<file path="src/rtl/key_chord_debouncer.sv">
// key_chord_debouncer
// Synchronizes and debounces four raw push-buttons, gathers every button
// pressed during one gesture into a 4-bit chord, and publishes that chord as a
// held key_out level plus a one-cycle key_valid strobe once all buttons are
// released. busy reports that a gesture is being collected.
module key_chord_debouncer #(
  parameter int unsigned DEBOUNCE_CYCLES = 500000,
  parameter bit          ACTIVE_LOW      = 1'b1
) (
  input  logic       clk,
  input  logic       rst,
  input  logic [3:0] key_raw,
  output logic [3:0] key_out,
  output logic       key_valid,
  output logic       busy
);

  localparam int unsigned     CNT_W        = $clog2(DEBOUNCE_CYCLES);
  localparam logic [CNT_W-1:0] CNT_LAST    = CNT_W'(DEBOUNCE_CYCLES - 1);
  localparam logic [CNT_W-1:0] CNT_ONE     = CNT_W'(1);
  // Raw level of a released button; the synchronizer resets to it so that a
  // button held through reset is seen as a fresh press afterwards.
  localparam logic [3:0]       RELEASED_RAW = ACTIVE_LOW ? 4'b1111 : 4'b0000;

  typedef enum logic [0:0] {
    IDLE    = 1'b0,
    COLLECT = 1'b1
  } state_t;

  // Synchronizer and debounce state
  logic [3:0]            meta_q,   meta_d;
  logic [3:0]            sync_q,   sync_d;
  logic [3:0]            stable_q, stable_d;
  logic [3:0][CNT_W-1:0] cnt_q,    cnt_d;
  logic [3:0]            pressed;

  // Gesture FSM state and registered outputs
  state_t     state_q,     state_d;
  logic [3:0] chord_q,     chord_d;
  logic [3:0] key_out_q,   key_out_d;
  logic       key_valid_q, key_valid_d;
  logic       busy_q,      busy_d;

  // Two-stage synchronizer next-state and pressed=1 normalization.
  always_comb begin
    meta_d = key_raw;
    sync_d = meta_q;
    if (ACTIVE_LOW) begin
      pressed = ~sync_q;
    end else begin
      pressed = sync_q;
    end
  end

  // Per-bit debounce: a bit flips only after DEBOUNCE_CYCLES consecutive
  // cycles of disagreement; any agreement restarts the count.
  always_comb begin
    stable_d = stable_q;
    cnt_d    = cnt_q;
    for (int i = 0; i < 4; i++) begin
      if (pressed[i] == stable_q[i]) begin
        cnt_d[i] = '0;
      end else if (cnt_q[i] == CNT_LAST) begin
        stable_d[i] = ~stable_q[i];
        cnt_d[i]    = '0;
      end else begin
        cnt_d[i] = cnt_q[i] + CNT_ONE;
      end
    end
  end

  // Synchronizer and debounce registers.
  always_ff @(posedge clk or posedge rst) begin
    if (rst) begin
      meta_q   <= RELEASED_RAW;
      sync_q   <= RELEASED_RAW;
      stable_q <= 4'b0000;
      cnt_q    <= '0;
    end else begin
      meta_q   <= meta_d;
      sync_q   <= sync_d;
      stable_q <= stable_d;
      cnt_q    <= cnt_d;
    end
  end

  // Gesture FSM next-state: accumulate the chord while any button is stable
  // pressed, publish it on the edge where everything reads released.
  always_comb begin
    state_d     = state_q;
    chord_d     = chord_q;
    key_out_d   = key_out_q;
    key_valid_d = 1'b0;
    case (state_q)
      IDLE: begin
        if (stable_q != 4'b0000) begin
          chord_d = stable_q;
          state_d = COLLECT;
        end else begin
          chord_d = 4'b0000;
        end
      end
      COLLECT: begin
        if (stable_q != 4'b0000) begin
          chord_d = chord_q | stable_q;
        end else begin
          key_out_d   = chord_q;
          key_valid_d = 1'b1;
          chord_d     = 4'b0000;
          state_d     = IDLE;
        end
      end
      default: begin
        chord_d = 4'b0000;
        state_d = IDLE;
      end
    endcase
    busy_d = (state_d == COLLECT);
  end

  // Gesture FSM and output registers.
  always_ff @(posedge clk or posedge rst) begin
    if (rst) begin
      state_q     <= IDLE;
      chord_q     <= 4'b0000;
      key_out_q   <= 4'b0000;
      key_valid_q <= 1'b0;
      busy_q      <= 1'b0;
    end else begin
      state_q     <= state_d;
      chord_q     <= chord_d;
      key_out_q   <= key_out_d;
      key_valid_q <= key_valid_d;
      busy_q      <= busy_d;
    end
  end

  assign key_out   = key_out_q;
  assign key_valid = key_valid_q;
  assign busy      = busy_q;

endmodule

</file>
<file path="config.mk">
export PLATFORM = sky130hd
export DESIGN_NAME = key_chord_debouncer
export DESIGN_NICKNAME = d
export VERILOG_FILES = /design/src/rtl/key_chord_debouncer.sv
export SDC_FILE = /design/constraint.sdc
export NUM_CORES = 1
export LEC_CHECK = 0
export BUFFER_PORTS_ARGS = -buffer_cell sky130_fd_sc_hd__buf_4
export CAP_MARGIN = 30
export CORE_ASPECT_RATIO = 1.1
export CORE_MARGIN = 4
export CORE_UTILIZATION = 60
export CTS_CLUSTER_SIZE = 16
export DETAILED_ROUTE_END_ITERATION = 8
export GPL_TIMING_DRIVEN = 0
export HOLD_SLACK_MARGIN = 0.1
export MAX_ROUTING_LAYER = met4
export PLACE_DENSITY = 0.75
export SLEW_MARGIN = 30
export SYNTH_ARGS = -nofsm -noshare
export SYNTH_HDL_FRONTEND = slang
export SYNTH_SLANG_ARGS = --single-unit
</file>
<file path="constraint.sdc">
create_clock -name clk -period 3.9 [get_ports clk]
set_clock_uncertainty 0.2 [all_clocks]
set_input_delay 0.39 -clock clk [delete_from_list [all_inputs] [get_ports clk]]
set_output_delay 0.39 -clock clk [all_outputs]
set_load 0.01 [all_outputs]
</file>
==> impl_results.md <==
* Status: completed
* Clock share of power at 0.411
* Clock tree from TritonCTS: done
* Post-CTS Hold Buffers at 5
* Reg2reg path depth at 6
* Iter 0 DRT Violations at 110
* Fmax at 0.395 GHz
* Std cell rows at 33
* Die area at 0.00908 mm²
* Flop pwr share at 0.552
* Sequential element share of the synthesized area at 0.539
* H-tree levels at 3
* Clock slew at reported path FFs at 100 ps
* Vias in the first global route at 3308
* Grt met1 use at 0.256
* Worst Hold End: sync_q[3]$_DFF_PP1_
* Ys async rst share at 1.00
* Worst skew pair latency at 360 ps
* Synth-to-layout area growth at 11.3%
* Post-CTS Setup Bufs at 0
* RSZ-0062 raised after global routing: no
* Cell count after synthesis at 448
* HP Class: reg2reg
* R2R Path End: cnt_q[48]$_DFF_PP0_
* Port bufs at 11
* Worst R2R Setup Slack at 1370 ps
* Height of the die at 99.6 µm
* Layout filler cell count at 581
* CTS root buf: clkbuf_8
* Sw Share at 0.216
* Most frequent cells in the layout: dfrtp_1 (90), nor2_1 (66), nand2_1 (37)
* Overall routed net length at 8230 µm
* Post-CTS sizing at 0
* DR vias/cell at 5.84
* Part of the cycle the worst path needs at 0.649
* Clock Sink Count at 98
* Total core area at 0.00743 mm²
* Clk buf depth at 2
* Die width at 91.2 µm
* Routed vias at 3315
* Final hold slack at 157 ps
* Gr usage total at 0.203
* Commonest non-fill, non-tap cell in the layout: dfrtp_1
* Final min period at 2530 ps
* Critical Path End Type: flop
* # diodes at 0
* Synth Flop Type: dfrtp_1
* IR drop worst, VDD at 0.232 mV
* Hold Violations, Final at 0
* Max-cap violations at 0
* Mapped Area at 0.00457 mm²
* Startpoint Class: flop
* Busiest layer in global routing: met2
* Avg Synthesized Cell Area at 10.2 µm²
* Unique cell type count in the Yosys netlist at 46
* CTS Buf Count at 9
* Global Route met3 Usage at 0.0318
* Internal at 1.49 mW
* Post-synth EDFFs at 0
* Proportion of layout cells with a drive suffix above 1 at 0.110
* Sw power at 410 µW
* I/O pin count at 12
* Grt total ovfl at 0
* Multi-input gate area at 0.00199 mm²
* Final setup violating endpoints at 0
* Sequential Area at 0.00246 mm²
* Largest net degree at the start of global routing at 51
* Final number of max-transition violations at 0
* Hold Crit Start: meta_q[3]$_DFF_PP1_
* CP Max Fanout at 10
* Worst EP arrival at 2570 ps
* Pwr Density at 373 mW/mm²
* Gate power share at 0.038
* First-pass GRT wire length at 14700 µm
* Slew headroom at 0.535
* WL per Instance at 14.5 µm
* Static Leakage at 2.10 nW
* Net Count, Synth at 458
* Slew @ Worst Pin at 693 ps
* Critical Path RT at 3940 ps
* Starting Density at 0.615
* Hold Crit Depth at 0
* Post-route total power at 1.90 mW
* Residual DRC at 0
* Post-layout nets at 486
* RR Startpoint: cnt_q[49]$_DFF_PP0_
* Ys Warns at 0
* Dpl hpwl at 5650 µm
* Crit Path Class: reg2reg
* Initial antenna violation count at 0
* Final ANT Viol Nets at 0
* First-pass DRT Iterations at 4
* RePlAce Congestion at 0.811
* Synth Register Bits at 98
* GR Util met2 at 0.331
[synth_stat cells (4+ instances only)]
| cell type | n | area (µm²) |
|---|---|---|
| clkbuf_1 | 5 | 18.8 |
| inv_1 | 16 | 60.1 |
| xor2_1 | 25 | 219 |
| nand4_1 | 21 | 131 |
| nand2_1 | 37 | 139 |
| nor4_1 | 12 | 75.1 |
| a21oi_1 | 21 | 105 |
| or4_1 | 9 | 67.6 |
| nor2_1 | 66 | 248 |
| o31ai_1 | 6 | 45.0 |
| dfstp_2 | 8 | 210 |
| xnor2_1 | 30 | 263 |
| or3_1 | 7 | 43.8 |
| and3_1 | 4 | 25.0 |
| nor3_1 | 10 | 50.1 |
| o21ai_0 | 13 | 65.1 |
| nand3_1 | 24 | 120 |
| ha_1 | 4 | 50.1 |
| dfrtp_1 | 90 | 2250 |
| and4_1 | 8 | 70.1 |
[kinds of logic (layout without fill, tap and decap cells)]
| kind of cell | count (synthesis) | after routing | share of synthesized area |
|---|---|---|---|
| xor+xnor | 55 | 55 | 0.105 |
| mux | 1 | 1 | 0.00219 |
| flops | 98 | 98 | 0.539 |
| compound gates | 46 | 46 | 0.0638 |
| buf+inv | 26 | 59 | 0.0252 |
| simple gates | 218 | 218 | 0.254 |
| fa+ha+maj | 4 | 4 | 0.0109 |
[power groups by stage]
stage               Clock [mW]  Combinational (mW)  Sequential (mW)
detailed placement           0              0.0700             1.07
CTS                      0.794              0.0742             1.05
global route             0.832              0.0830             1.05
floorplan                    0              0.0479             1.06
finish                   0.779              0.0717             1.05
global placement             0              0.0636             1.07
[worst max-delay path, stage by stage, from the launching register on]
cell      delay, ps
dfrtp_1         370
clkbuf_1        170
nor4b_1         370
nand4_1         200
o21ai_1         590
clkbuf_1        400
nor2_1          100
[worst max-delay path by stage]
stage | from | end | slack, ps | depth (start not counted)
floorplan | rst | busy$_DFF_PP0_ | 760 | 1
global placement | rst | cnt_q[49]$_DFF_PP0_ | -320 | 2
detailed placement | cnt_q[49]$_DFF_PP0_ | cnt_q[48]$_DFF_PP0_ | 1410 | 6
CTS | cnt_q[49]$_DFF_PP0_ | cnt_q[48]$_DFF_PP0_ | 1360 | 6
global route | cnt_q[49]$_DFF_PP0_ | cnt_q[45]$_DFF_PP0_ | 1130 | 6
finish | cnt_q[49]$_DFF_PP0_ | cnt_q[48]$_DFF_PP0_ | 1370 | 6
[final cells by class]
type	instances	area share
multi-input combinational	324	0.392
sequential	98	0.484
buffer	9	0.0101
timing repair buffer	17	0.0315
inverter	17	0.0135
tap	87	0.0214
clock buffer	10	0.0251
clock inverter	6	0.0224
[sequential cells by signal, summed over array words and instances (netlist names)]
| signal | count |
|---|---|
| chord_q | 4 |
| busy | 1 |
| stable_q | 4 |
| cnt_q | 76 |
| sync_q | 4 |
| key_out | 4 |
| meta_q | 4 |
| key_valid | 1 |
[stage by stage]
step	instances	setup WS (ps)	cell area (µm²)	setup TNS, ps	util
after floorplan	448	761	4570	0	-
after global placement	546	-315	4760	-28000	0.641
after detailed placement	547	1410	4800	0	0.645
after CTS	568	1360	5090	0	0.685
after global routing	568	1130	5090	0	0.685
final	568	1370	5090	0	0.685
[routing by layer]
metal  up-vias  routed length [µm]
li1       1631                   -
met1      1617                3820
met2        55                4060
met3        12                 204
met4         0                 140
met5         -                   0
No activity file was read; power rests on OpenSTA's default activity.
